## src/rtl/axis_video_sink_if.sv

```systemverilog
// AXI4-Stream video bus between a pixel source and a sink.
//   tdata  [31:0] pixel word
//   tkeep  [3:0]  byte enables
//   tvalid        source word valid
//   tready        sink ready
//   tuser         start of frame (SOF)
//   tlast         end of line (EOL)
// master: source side, slave: sink side.
interface axis_video_sink_if;
  logic [31:0] tdata;
  logic [3:0]  tkeep;
  logic        tvalid;
  logic        tready;
  logic        tuser;
  logic        tlast;

  modport master (output tdata, tkeep, tvalid, tuser, tlast, input tready);
  modport slave  (input tdata, tkeep, tvalid, tuser, tlast, output tready);
endinterface

```

## src/rtl/axis_video_sink.sv

```systemverilog
// Video stream sink: accepts an AXI4-Stream pixel stream, checks the
// SOF/EOL framing against X_SIZE x Y_SIZE, sums each frame's words and
// reports frame and error statistics. tready follows a selectable pattern.
//
// Ports
//   in_stream_aclk  clock, rising edge
//   axi_resetn      async active-low reset
//   in_stream       stream slave (tdata/tkeep/tvalid/tready/tuser/tlast)
//   ready_mode      0 always ready, 1 PRBS, 2 ready after valid, 3 never
//   err_clear       sync clear of err_flags/err_count (beats new errors)
//   frame_done      one-cycle pulse on frame completion
//   frame_checksum  sum of tdata over the last completed frame
//   frame_count     completed frames, wraps
//   err_flags       sticky: [0] no SOF, [1] extra SOF, [2] no EOL,
//                   [3] early EOL, [4] timeout
//   err_count       error events, saturating
//
// state  | meaning
// IDLE   | waiting for an SOF beat; non-SOF beats are discarded as errors
// ACTIVE | inside a frame, counting words (x) and lines (y)
module axis_video_sink #(
  parameter int unsigned X_SIZE   = 150,
  parameter int unsigned Y_SIZE   = 200,
  parameter int unsigned TIMEOUT  = 10000,
  parameter logic [32:0] RND_SEED = 33'h04A4C31CA
) (
  input  logic                    in_stream_aclk,
  input  logic                    axi_resetn,
  axis_video_sink_if.slave        in_stream,
  input  logic [1:0]              ready_mode,
  input  logic                    err_clear,
  output logic                    frame_done,
  output logic [31:0]             frame_checksum,
  output logic [15:0]             frame_count,
  output logic [4:0]              err_flags,
  output logic [15:0]             err_count
);
  localparam int XW = $clog2(X_SIZE + 1);
  localparam int YW = $clog2(Y_SIZE + 1);
  localparam int TW = $clog2(TIMEOUT + 1);
  localparam logic [XW-1:0] X_LAST   = XW'(X_SIZE - 1);
  localparam logic [YW-1:0] Y_LAST   = YW'(Y_SIZE - 1);
  localparam logic [TW-1:0] TMR_LOAD = TW'(TIMEOUT);

  typedef enum logic {IDLE = 1'b0, ACTIVE = 1'b1} state_t;

  state_t        state_q, state_d;
  logic [XW-1:0] x_q, x_d;
  logic [YW-1:0] y_q, y_d;
  logic [31:0]   acc_q, acc_d;
  logic [TW-1:0] tmr_q, tmr_d;
  logic [32:0]   prbs_q;
  logic          tready_q;
  logic          done_d;
  logic [4:0]    err_ev;
  logic [2:0]    ev_n;
  logic [16:0]   cnt_sum;
  logic          accept;
  logic          sof_ends_line;
  logic          unused_keep;

  assign in_stream.tready = tready_q;
  assign accept           = in_stream.tvalid && tready_q;
  assign unused_keep      = ^in_stream.tkeep;
  // With single-word lines the SOF word can itself close line 0.
  assign sof_ends_line    = (X_SIZE == 1) && in_stream.tlast;

  always_comb begin
    state_d = state_q;
    x_d     = x_q;
    y_d     = y_q;
    acc_d   = acc_q;
    tmr_d   = tmr_q;
    done_d  = 1'b0;
    err_ev  = '0;
    case (state_q)
      IDLE: begin
        tmr_d = TMR_LOAD;
        if (accept) begin
          if (in_stream.tuser) begin
            state_d = ACTIVE;
            acc_d   = in_stream.tdata;
            x_d     = sof_ends_line ? '0 : XW'(1);
            y_d     = sof_ends_line ? YW'(1) : '0;
          end else begin
            err_ev[0] = 1'b1;
          end
        end
      end
      ACTIVE: begin
        if (accept) begin
          tmr_d = TMR_LOAD;
          if (in_stream.tuser) begin
            // Abandon the partial frame and restart on this SOF word.
            err_ev[1] = 1'b1;
            acc_d     = in_stream.tdata;
            x_d       = sof_ends_line ? '0 : XW'(1);
            y_d       = sof_ends_line ? YW'(1) : '0;
          end else begin
            acc_d = acc_q + in_stream.tdata;
            if (in_stream.tlast || (x_q >= X_LAST)) begin
              err_ev[2] = !in_stream.tlast;
              err_ev[3] = in_stream.tlast && (x_q < X_LAST);
              x_d       = '0;
              if (y_q >= Y_LAST) begin
                done_d  = 1'b1;
                state_d = IDLE;
                y_d     = '0;
              end else begin
                y_d = y_q + YW'(1);
              end
            end else begin
              x_d = x_q + XW'(1);
            end
          end
        end else if (tmr_q <= TW'(1)) begin
          // Terminal count: TIMEOUT consecutive cycles without a beat.
          err_ev[4] = 1'b1;
          tmr_d     = TMR_LOAD;
        end else begin
          tmr_d = tmr_q - TW'(1);
        end
      end
    endcase
  end

  assign ev_n    = 3'(err_ev[0]) + 3'(err_ev[1]) + 3'(err_ev[2]) +
                   3'(err_ev[3]) + 3'(err_ev[4]);
  assign cnt_sum = {1'b0, err_count} + {14'd0, ev_n};

  always_ff @(posedge in_stream_aclk or negedge axi_resetn) begin
    if (!axi_resetn) begin
      state_q        <= IDLE;
      x_q            <= '0;
      y_q            <= '0;
      acc_q          <= '0;
      tmr_q          <= TMR_LOAD;
      prbs_q         <= RND_SEED;
      tready_q       <= 1'b0;
      frame_done     <= 1'b0;
      frame_checksum <= '0;
      frame_count    <= '0;
      err_flags      <= '0;
      err_count      <= '0;
    end else begin
      state_q    <= state_d;
      x_q        <= x_d;
      y_q        <= y_d;
      acc_q      <= acc_d;
      tmr_q      <= tmr_d;
      prbs_q     <= {prbs_q[31:0], prbs_q[32] ^ ~prbs_q[19]};
      frame_done <= done_d;
      case (ready_mode)
        2'd0:    tready_q <= 1'b1;
        2'd1:    tready_q <= prbs_q[32];
        2'd2:    tready_q <= accept ? 1'b0 : in_stream.tvalid;
        default: tready_q <= 1'b0;
      endcase
      if (done_d) begin
        frame_checksum <= acc_d;
        frame_count    <= frame_count + 16'd1;
      end
      if (err_clear) begin
        err_flags <= '0;
        err_count <= '0;
      end else begin
        err_flags <= err_flags | err_ev;
        err_count <= cnt_sum[16] ? 16'hFFFF : cnt_sum[15:0];
      end
    end
  end
endmodule

```

## src/flat_wrapper.sv

```systemverilog
// flat-port wrapper written by rule: the top's interface ports become plain ports
module axis_video_sink_flat 
#(
  parameter int unsigned X_SIZE   = 150,
  parameter int unsigned Y_SIZE   = 200,
  parameter int unsigned TIMEOUT  = 10000,
  parameter logic [32:0] RND_SEED = 33'h04A4C31CA
)
  (in_stream_aclk, axi_resetn, ready_mode, err_clear, frame_done, frame_checksum, frame_count, err_flags, err_count, in_stream_tdata, in_stream_tkeep, in_stream_tvalid, in_stream_tuser, in_stream_tlast, in_stream_tready);
  axis_video_sink_if in_stream_i ();
  input  logic in_stream_aclk;
  input  logic axi_resetn;
  input  logic [1:0] ready_mode;
  input  logic err_clear;
  output logic frame_done;
  output logic [31:0] frame_checksum;
  output logic [15:0] frame_count;
  output logic [4:0] err_flags;
  output logic [15:0] err_count;
  input wire logic [$bits(in_stream_i.tdata)-1:0] in_stream_tdata;
  input wire logic [$bits(in_stream_i.tkeep)-1:0] in_stream_tkeep;
  input wire logic [$bits(in_stream_i.tvalid)-1:0] in_stream_tvalid;
  input wire logic [$bits(in_stream_i.tuser)-1:0] in_stream_tuser;
  input wire logic [$bits(in_stream_i.tlast)-1:0] in_stream_tlast;
  output wire logic [$bits(in_stream_i.tready)-1:0] in_stream_tready;
  assign in_stream_i.tdata = in_stream_tdata;
  assign in_stream_i.tkeep = in_stream_tkeep;
  assign in_stream_i.tvalid = in_stream_tvalid;
  assign in_stream_i.tuser = in_stream_tuser;
  assign in_stream_i.tlast = in_stream_tlast;
  assign in_stream_tready = in_stream_i.tready;
  axis_video_sink #(.X_SIZE(X_SIZE), .Y_SIZE(Y_SIZE), .TIMEOUT(TIMEOUT), .RND_SEED(RND_SEED)) u_core (.in_stream_aclk(in_stream_aclk), .axi_resetn(axi_resetn), .in_stream(in_stream_i), .ready_mode(ready_mode), .err_clear(err_clear), .frame_done(frame_done), .frame_checksum(frame_checksum), .frame_count(frame_count), .err_flags(err_flags), .err_count(err_count));
endmodule
```

## config.mk

```make
export PLATFORM = sky130hd
export DESIGN_NAME = axis_video_sink_flat
export DESIGN_NICKNAME = d
export VERILOG_FILES = /design/src/rtl/axis_video_sink_if.sv /design/src/rtl/axis_video_sink.sv /design/src/flat_wrapper.sv
export SDC_FILE = /design/constraint.sdc
export NUM_CORES = 1
export LEC_CHECK = 0
export ABC_AREA = 1
export CORE_ASPECT_RATIO = 0.8
export CORE_MARGIN = 2
export CORE_UTILIZATION = 40
export DETAILED_ROUTE_END_ITERATION = 10
export MAX_ROUTING_LAYER = met4
export SYNTH_ARGS = -nofsm -noshare
export SYNTH_HDL_FRONTEND = slang
export SYNTH_SLANG_ARGS = --single-unit
```

## constraint.sdc

```tcl
create_clock -name in_stream_aclk -period 5.1 [get_ports in_stream_aclk]
set_input_delay 1.275 -clock in_stream_aclk [delete_from_list [all_inputs] [get_ports in_stream_aclk]]
set_output_delay 1.275 -clock in_stream_aclk [all_outputs]
set_load 0.005 [all_outputs]
```

==> impl_metrics.csv, run 1 <==
group,metric,value,unit
sta,final-setup-viol-count,0,
min_path,hp-class,"flop to flop",
sta,worstMarginPinSlew,1.183,ns
setup_path,arrival,5.14,ns
floorplanning,io_pins,115,
clock_network,cts_sinks,167,
clock_network,cts.clk_slew.worst_paths,0.07,ns
global_route,antenna_found_initial,0,
clock_network,numCtsBuffers,17,
finish,final-instance-count-excl-fill,1775,
setup_path,crit_chain,"clkdlybuf4s50_1, nand2_2, nor2_2, inv_1, nor2_2, ha_1, inv_1, fa_1, inv_1, ha_1, fa_1, inv_1, fa_2, o21ai_2, nand3_2, nor2_4, nand2_2, nor2_4, nand3_2, buf_4, a31oi_1",
yosys,synthCells,1312,
pwr,p_leak,0.006126,µW
placement,gp_congestion,0.8959,
yosys,yosysUniqueCellTypes,48,
detailed_routing,drt_iter0_drc,388,
sta,timing.final.ws_setup,0.3138,ns
setup_path,crit_family,"adder cells",
finish,stdcell_area,0.01202,mm²
floorplanning,die_w,179.4,µm
sta,min_period_over_period,0.9385,
sta,timing.fmax,208.9,MHz
detailed_routing,drc,0,
finish,regArea,0.004202,mm²
sta,finClkSkew,0.01624,ns
sta,hold_ws,0.3483,ns
clock_network,clock_latency,0.45,ns
setup_path,worstRegToRegCells,20,
yosys,ys_seq_area_frac,0.4270,
finish,multiInputGateArea,0.004736,mm²
floorplanning,dieHeight,144.3,µm
yosys,yosys.area.top_type_share,0.3789,
finish,area_growth,22.16,%
setup_path,cp_slowest_stage_delay,0.53,ns
placement,dpl_cell_area,0.01139,mm²
setup_path,crit_type,"primary input to flop",
detailed_routing,dr_total_vias,8632,
sta,slew_viol_final,0,
finish,drive_gt1_frac,0.07893,
sta,hold_violations,0,
placement,dp_hpwl,18720,µm
yosys,ys.flop_type,"dfrtp_1",
setup_path,endpoint_kind,"flop",
placement,numPortBuffers,110,
floorplanning,core-area,0.02425,mm²
sta,period_needed,4.786,ns
global_route,grt_max_degree,89,
floorplanning,dieArea,0.02588,mm²
finish,antenna-diode-count,0,
clock_network,cts_tree,"yes",
yosys,synth_nets,1403,
clock_network,clockRootBuffer,"clkbuf_16",
detailed_routing,wirelength,25290,µm
yosys,synth_area,0.009841,mm²
sta,relSlewSlack,0.2105,
clock_network,cts_hold_buf,0,
finish,nNetsFinal,1535,
placement,place_ws,-0.3763,ns
setup_path,crit_path_top_delay_cell,"fa_1",
setup_path,required,5.45,ns
pwr,power.density,347.3,mW/mm²
floorplanning,rows,51,
clock_network,clockBufferDepth,2,
yosys,async_flop_share,1.000,
pwr,power.total,4175,µW
min_path,min_path_cells,0,
detailed_routing,ant_nets,0,
placement,place_inst,1742,
clock_network,htree_levels,4,
setup_path,worstSetupStartpointType,"primary input",
setup_path,cpMostUsedCell,"inv_1",
setup_path,crit_cells,21,
run,max_cap_violations,0,
detailed_routing,first_pass_iters,5,
global_route,grt_pass1_vias,8407,
yosys,synth_seq_cells,167,
setup_path,worstPathMaxFanout,6,
yosys,synth_area_leaders,"dfrtp_1, nand2_1, inv_1",
global_route,grt_pass1_wl,42120,µm
finish,nFillCells,2395,
yosys,synth_edf_count,0,
detailed_routing,routed_via_density,4.863,
yosys,postSynthAreaPerCell,7.501,µm²
outcome,status,"finished, final reports clean",
setup_path,critPathBufInv,6,
sta,grt_setup_unrepaired,"false",
global_route,grt_util_all_layers,0.2136,
floorplanning,start_util,0.4058,
global_route,grt_overflow,0,
detailed_routing,wire_per_inst,14.25,µm
yosys,synth_warnings,0,
pwr,ir_drop,0.2232,mV
yosys,synth_area_leader_cell,"dfrtp_1",
==> area by class of cell <==
class                           instances  area share
Timing Repair Buffer                  140      0.1106
Multi-Input combinational cell        920      0.3939
Clock inverter                         13     0.01291
Tap cell                              318     0.03310
Inverter                              198     0.06224
Clock buffer                           19     0.03768
Sequential cell                       167      0.3495
==> sequential cells by signal, indices dropped and copies added (netlist names), 8 cells and up <==
signal                 count
u_core.frame_count        16
u_core.acc_q              32
u_core.err_count          16
u_core.y_q                 8
u_core.prbs_q             33
u_core.x_q                 8
u_core.frame_checksum     32
u_core.tmr_q              14
==> stage by stage <==
step,util,setup TNS (ns)
final,0.4958,0
after global routing,0.4958,0
after CTS,0.4949,0
after detailed placement,0.4699,-4.925
after global placement,0.4699,-3.720
after floorplan,-,0
==> synthesized netlist by cell type, types with 5 or more instances <==
cell type,count
xnor2_1,20
inv_2,7
xor2_1,19
nand2_1,444
clkbuf_1,5
nand3_1,76
a221oi_1,7
buf_2,12
nor3_1,18
a21oi_1,49
o22ai_1,6
dfrtp_1,149
nor2_1,97
a22oi_1,22
dfstp_2,18
o21ai_1,15
and3_1,6
ha_1,43
nand3b_1,11
nand4_1,7
inv_1,190
buf_4,5
o21ai_0,36
==> cells by family after synthesis <==
kind of cell | Yosys count | share of synthesized area
adders and majority gates | 47 | 0.06281
xor gates and xnor gates | 39 | 0.03471
AOI/OAI and AO/OA | 154 | 0.09396
buffers and inverters | 225 | 0.09282
and+or+nand+nor | 680 | 0.2887
DFF | 167 | 0.4270
==> final timing paths <==
path                                   start                  end  slack [ns]
min in group asynchronous         axi_resetn      u_core.acc_q[4]        0.88
max in group asynchronous         axi_resetn     u_core.tmr_q[10]        3.27
max                         in_stream_tvalid  u_core.err_count[8]        0.31
max reg2reg                  u_core.tmr_q[0]  u_core.err_count[8]        0.99
min                        u_core.prbs_q[31]    u_core.prbs_q[32]        0.35
min reg2reg                u_core.prbs_q[31]    u_core.prbs_q[32]        0.35
==> placed cells by master, fill, tap and decap left out, types with 2 or more instances in the layout <==
cell,netlist,layout
a22oi_1,22,22
xnor2_1,20,20
nand3b_1,11,11
clkbuf_16,0,17
o21ai_0,36,36
inv_2,7,7
dfrtp_1,149,149
nand3_1,76,76
a31oi_1,4,4
nor2_2,4,5
clkinvlp_4,0,2
nor2_1,97,96
nand2_1,444,444
inv_1,190,190
nor3_1,18,17
dfstp_2,18,18
clkinv_8,0,2
nor3_2,1,2
nor2_4,2,2
ha_1,43,43
buf_4,5,30
a21oi_1,49,49
clkbuf_8,0,2
nand4_1,7,7
o22ai_1,6,6
nand2_4,2,2
a221oi_1,7,7
inv_8,0,3
o21bai_1,4,4
fa_1,4,3
nor4_1,2,2
clkdlybuf4s50_1,0,108
o21ai_2,3,3
nand3_2,4,4
inv_6,1,5
xor2_1,19,19
o21ai_1,15,15
nand2_2,3,3
and3_1,6,6
==> power by group <==
part           switching, µW  internal, µW
logic                    791           485
registers                101          1460
clock network            612           723
==> worst reg2reg max path: stages (launching register included) <==
cell      delay (ns)
dfrtp_1         0.41
inv_1           0.09
ha_1            0.21
o21ai_0         0.10
nor2_1          0.09
nand4_1         0.13
nand3b_1        0.24
fa_1            0.52
inv_1           0.04
ha_1            0.20
fa_1            0.51
inv_1           0.07
fa_2            0.37
o21ai_2         0.16
nand3_2         0.11
nor2_4          0.11
nand2_2         0.08
nor2_4          0.11
nand3_2         0.15
buf_4           0.20
a31oi_1         0.13
==> what timing repair did <==
item | 4_1_cts | 5_1_grt
gates resized for setup | 0 | 4
setup endpoints to repair | 0 | 16
setup buffers | 0 | 1
==> metal layers <==
layer / vias up / wire length [µm] / GRT usage
li1: 4409 / - / -
met1: 4035 / 12950 / 0.3034
met2: 157 / 10940 / 0.3160
met3: 31 / 998 / 0.03601
met4: 0 / 405 / 0.05645
met5: - / 0 / -
Power figures use the tool's default switching activity.
==> inputs of run 2 (changes only) <==
Settings changed: CORE_ASPECT_RATIO 0.8 to 0.75.
==> run 2 against run 1 <==
Clock power decreased by 5%. Clock skew increased by 0.0052 ns. Non-clock buffer count decreased by 6. Worst setup slack improved by 0.0052 ns. Register-to-register slack got worse by 0.10 ns. First-iteration DRC count increased by 49%. Global-route usage increased by 0.21 points. Sequential share of layout area increased by 0.17 points. Utilization increased by 0.073 points. Final area decreased by 0.49%. Critical path type unchanged. Largest cell class unchanged. Largest power group unchanged.
==> impl_metrics.csv, run 2 (same netlist as run 1, synthesis figures left out) <==
group,metric,value,unit
global_route,grt_pass1_vias,8273,
pwr,clkPwrFrac,0.307,
clock_network,clockRootBuffer,"clkbuf_16",
finish,reg_top3,"u_core.prbs_q: 33 flops, u_core.acc_q: 32 flops, u_core.frame_checksum: 32 flops",
finish,largest_reg_flops,33,
clock_network,numCtsBuffers,17,
global_route,antenna_found_initial,0,
setup_path,worstSetupStartpointType,"primary input",
sta,period_needed,4.781,ns
floorplanning,dieArea,0.02589,mm²
placement,dp_hpwl,18820,µm
floorplanning,rows,49,
sta,timing.fmax,209.2,MHz
detailed_routing,dr_total_vias,8696,
sta,finClkSkew,0.02146,ns
finish,area_growth,21.56,%
clock_network,ctsResizeCount,0,
floorplanning,core-area,0.02409,mm²
clock_network,cts_sinks,167,
pwr,power.density,343.9,mW/mm²
sta,hold_violations,0,
sta,min_period_over_period,0.9375,
clock_network,cts_hold_buf,0,
clock_network,htree_levels,4,
placement,numPortBuffers,110,
setup_path,required,5.44,ns
setup_path,worstPathMaxFanout,5,
pwr,p_leak,0.006085,µW
setup_path,endpoint_kind,"flop",
floorplanning,die_w,185.1,µm
finish,antenna-diode-count,0,
detailed_routing,wirelength,25540,µm
min_path,hp-class,"flop to flop",
pwr,switching_power,1457,µW
global_route,grt_util_all_layers,0.2157,
clock_network,clockBufferDepth,2,
run,max_cap_violations,0,
outcome,status,"finished, final reports clean",
pwr,ir_drop,0.2503,mV
sta,slew_viol_final,0,
global_route,grt_overflow,0,
clock_network,cts_setup_buffers,0,
finish,nFillCells,2366,
finish,nNetsFinal,1529,
detailed_routing,wire_per_inst,14.34,µm
finish,most-common-layout-cells,"nand2_1, inv_1, dfrtp_1",
detailed_routing,ant_nets,0,
pwr,p_int,2657,µW
sta,fin_tns_setup,0,ns
setup_path,crit_type,"primary input to flop",
sta,timing.final.ws_setup,0.3190,ns
detailed_routing,routed_via_density,4.883,
finish,layout_commonest_cell,"nand2_1",
sta,hold_ws,0.3486,ns
placement,dpl_cell_area,0.01138,mm²
detailed_routing,drt_iter0_drc,577,
global_route,grt_max_degree,94,
setup_path,arrival,5.12,ns
sta,grt_setup_unrepaired,"false",
clock_network,cts.clk_slew.worst_paths,0.06,ns
detailed_routing,drc,0,
placement,place_ws,-0.2812,ns
finish,stdcell_area,0.01196,mm²
pwr,p_seq_frac,0.381,
detailed_routing,first_pass_iters,5,
clock_network,cts_tree,"yes",
pwr,comb_power_share,0.313,
sta,final-setup-viol-count,0,
global_route,grt_pass1_wl,42450,µm
clock_network,clock_latency,0.45,ns
finish,drive_gt1_frac,0.07379,
floorplanning,dieHeight,139.8,µm
finish,largest-register,"u_core.prbs_q",
sta,relSlewSlack,0.5282,
pwr,power.total,4114,µW
floorplanning,io_pins,115,
pwr,switching_share,0.3541,
floorplanning,start_util,0.4084,
placement,gp_congestion,0.9292,
sta,worstMarginPinSlew,0.7077,ns
## run 2: layout make-up
class / instances / area (µm²) / area share
clock buffers: 21 / 470.5 / 0.03933
clock inverters: 10 / 95.09 / 0.007949
inverters: 198 / 748.2 / 0.06255
multi-input cells: 920 / 4736 / 0.3959
flip-flops and latches: 167 / 4202 / 0.3512
well taps: 331 / 414.1 / 0.03462
repair buffers: 134 / 1297 / 0.1085
## run 2: per-stage QoR
| stage | util | instances |
|---|---|---|
| floorplan | - | 1312 |
| global placement | 0.4725 | 1750 |
| detailed placement | 0.4725 | 1750 |
| CTS | 0.4960 | 1781 |
| global route | 0.4965 | 1781 |
| finish | 0.4965 | 1781 |
## run 2: final timing paths
kind	start	endpoint	slack, ns	cells after the start
max in group asynchronous	axi_resetn	u_core.prbs_q[27]	3.30	2
worst max-delay path	in_stream_tvalid	u_core.err_count[14]	0.32	22
worst min register to register	u_core.prbs_q[2]	u_core.prbs_q[3]	0.35	0
worst max register to register	u_core.state_q	u_core.err_count[14]	0.89	19
min in group asynchronous	axi_resetn	u_core.frame_checksum[22]	0.84	1
worst min-delay path	u_core.prbs_q[2]	u_core.prbs_q[3]	0.35	0
## run 2: power groups by stage
stage | Clock (µW) | Combinational, µW | Sequential (µW)
floorplan | 0 | 915 | 1560
global placement | 0 | 1260 | 1580
detailed placement | 0 | 1280 | 1580
CTS | 1300 | 1290 | 1560
global route | 1350 | 1480 | 1580
finish | 1260 | 1290 | 1570
## run 2: worst max-delay path: stages
cell	delay (ns)
clkdlybuf4s50_1	0.43
nand2_2	0.15
nor2_2	0.05
inv_1	0.08
nor2_2	0.05
ha_1	0.28
inv_1	0.05
fa_1	0.54
inv_1	0.04
ha_1	0.20
fa_1	0.50
inv_1	0.06
fa_2	0.38
o21ai_2	0.16
nand3_2	0.11
nor2_4	0.12
nand2_2	0.10
nor2_4	0.12
nand3_1	0.09
xnor2_1	0.14
o21ai_0	0.14
inv_1	0.05
## run 2: metal layers
layer  track usage  vias to the layer above  wire length [µm]
li1              -                     4412                 -
met1        0.3175                     4090             13260
met2        0.3107                      181             10890
met3       0.03795                       13              1205
met4       0.04386                        0               189
met5             -                        -                 0
==> inputs of run 3 (changes only) <==
Settings changed: CORE_MARGIN 2 to default, PLACE_DENSITY from default to 0.6.
==> run 3 against run 2 <==
Die area decreased by 2.5%. Combinational power is essentially flat. Total power increased by 1.7%. Register-to-register slack got worse by 0.06 ns. Critical path depth unchanged. First-iteration DRC count decreased by 10%. Final area increased by 0.28%. Cell count did not move. Non-clock buffer count is 1 lower. Flip-flop and latch count did not move. Critical endpoint unchanged. Largest cell class unchanged. Highest routed layer unchanged.
==> impl_metrics.csv, run 3 (same netlist as run 1, synthesis figures left out) <==
group,metric,value,unit
floorplanning,die_w,183.1,µm
sta,hold_violations,0,
finish,area_growth,21.91,%
min_path,hp-class,"flop to flop",
clock_network,clock_latency,0.45,ns
min_path,worstHoldEndpoint,"u_core.prbs_q[27]",
setup_path,crit_family,"adder cells",
finish,largest_reg_flops,33,
clock_network,cts_hold_buf,0,
setup_path,reg2reg_from,"u_core.state_q",
sta,finClkSkew,0.01298,ns
finish,stdcell_area,0.01200,mm²
setup_path,rr_endpoint,"u_core.err_count[14]",
clock_network,cts_sinks,167,
clock_network,clockRootBuffer,"clkbuf_16",
detailed_routing,drt_iter0_drc,518,
sta,relSlewSlack,0.4861,
clock_network,htree_levels,4,
placement,place_ws,-0.2946,ns
floorplanning,dieArea,0.02524,mm²
pwr,p_leak,0.006089,µW
setup_path,worstSetupStartpointType,"primary input",
global_route,grt_util_all_layers,0.2234,
min_path,min_path_cells,0,
global_route,grt_max_degree,86,
setup_path,arrival,5.17,ns
setup_path,required,5.44,ns
setup_path,crit_path_top_delay_cell,"fa_1",
setup_path,worstRegToRegCells,19,
detailed_routing,drc,0,
min_path,min_from,"u_core.prbs_q[26]",
setup_path,crit_chain,"clkdlybuf4s50_1, inv_2, nand2_1, nor2_1, inv_2, nor2_2, nand2_1, fa_1, inv_1, ha_1, fa_1, inv_1, fa_1, o21ai_2, nand3_2, nor2_4, nand2_2, nor2_4, nand3_1, xnor2_1, o21ai_0, inv_1",
run,max_cap_violations,0,
setup_path,cp_slowest_stage_delay,0.51,ns
sta,worstMarginPinSlew,0.7709,ns
sta,timing.final.ws_setup,0.2671,ns
sta,grt_setup_unrepaired,"false",
setup_path,critPathBufInv,6,
sta,final-setup-viol-count,0,
setup_path,crit_start,"in_stream_tuser",
setup_path,worstPathMaxFanout,3,
sta,timing.fmax,206.9,MHz
pwr,power.density,348.7,mW/mm²
floorplanning,core-area,0.02403,mm²
setup_path,reg2reg_slack,0.83,ns
global_route,grt_overflow,0,
clock_network,cts_tree,"yes",
placement,gp_congestion,0.9335,
outcome,status,"finished, final reports clean",
sta,fin_tns_setup,0,ns
floorplanning,io_pins,115,
finish,largest-register,"u_core.prbs_q",
clock_network,cts.clk_slew.worst_paths,0.07,ns
finish,final-instance-count-excl-fill,1781,
finish,antenna-diode-count,0,
placement,dpl_cell_area,0.01138,mm²
pwr,ir_drop,0.2557,mV
sta,min_period_over_period,0.9476,
detailed_routing,ant_nets,0,
finish,drive_gt1_frac,0.07379,
finish,reg_top3,"u_core.prbs_q: 33 flops, u_core.acc_q: 32 flops, u_core.frame_checksum: 32 flops",
clock_network,clockBufferDepth,2,
placement,numPortBuffers,110,
detailed_routing,dr_total_vias,8529,
finish,utilization,0.4992,
detailed_routing,wire_per_inst,14.42,µm
clock_network,numCtsBuffers,17,
finish,layout_commonest_cell,"nand2_1",
sta,period_needed,4.833,ns
floorplanning,dieHeight,137.8,µm
global_route,grt_pass1_wl,42460,µm
finish,nNetsFinal,1528,
placement,dp_hpwl,18800,µm
placement,place_inst,1749,
global_route,antenna_found_initial,0,
sta,slew_viol_final,0,
detailed_routing,routed_via_density,4.789,
floorplanning,start_util,0.4095,
setup_path,endpoint_kind,"flop",
floorplanning,rows,49,
detailed_routing,wirelength,25680,µm
detailed_routing,first_pass_iters,5,
finish,most-common-layout-cells,"nand2_1, inv_1, dfrtp_1",
setup_path,crit_type,"primary input to flop",
global_route,grt_pass1_vias,8259,
-- run 3: cell count changes in the layout (fill, tap and decap cells not counted), moves of 2 or more --
| cell | before | now |
|---|---|---|
| clkinv_8 | 0 | 2 |
| inv_8 | 0 | 3 |
| clkbuf_8 | 3 | 1 |
| clkinv_2 | 3 | 1 |
-- run 3: repair_timing --
action                                  4_1_cts  5_1_grt
resized for setup                             0        4
endpoints found under the setup margin        0       15
setup buffers                                 0        0
-- run 3: worst max-delay path by stage --
stage               slack (ns)  depth (start not counted)                    to
global route              0.02                         22  u_core.err_count[14]
CTS                       0.17                         22  u_core.err_count[14]
detailed placement       -0.29                         22  u_core.err_count[14]
global placement         -0.26                         22  u_core.err_count[14]
floorplan                 0.12                         22  u_core.err_count[14]
finish                    0.27                         22  u_core.err_count[14]
-- run 3: through the flow --
stage | hold slack, ns | power [µW]
2_1_floorplan | 0.3312 | 2479
3_3_place_gp | 0.3339 | 2854
3_5_place_dp | 0.3372 | 2870
4_1_cts | 0.3532 | 4222
5_1_grt | 0.3616 | 4483
6_report | 0.3499 | 4183
-- run 3: final cells by class --
| type | instances | area, µm² |
|---|---|---|
| clock buffer | 18 | 439.2 |
| clock inverter | 14 | 160.2 |
| fill | 2402 | 12040 |
| inverter | 198 | 748.2 |
| multi-input combinational | 920 | 4746 |
| sequential | 167 | 4202 |
| tap | 331 | 414.1 |
| timing repair buffer | 133 | 1287 |
-- run 3: layer usage --
layer,vias to the layer above,GRT usage,routed length (µm)
li1,4420,-,-
met1,3951,0.3118,13120
met2,140,0.3346,11280
met3,18,0.04177,1013
met4,0,0.05417,257
met5,-,-,0
-- run 3: power by group --
group,internal (µW),leakage [µW],switching (µW),total [µW]
registers,1460,0.00214,99.9,1560
clock network,707,0.000288,616,1320
logic,486,0.00366,810,1300
total,2660,0.00609,1530,4180
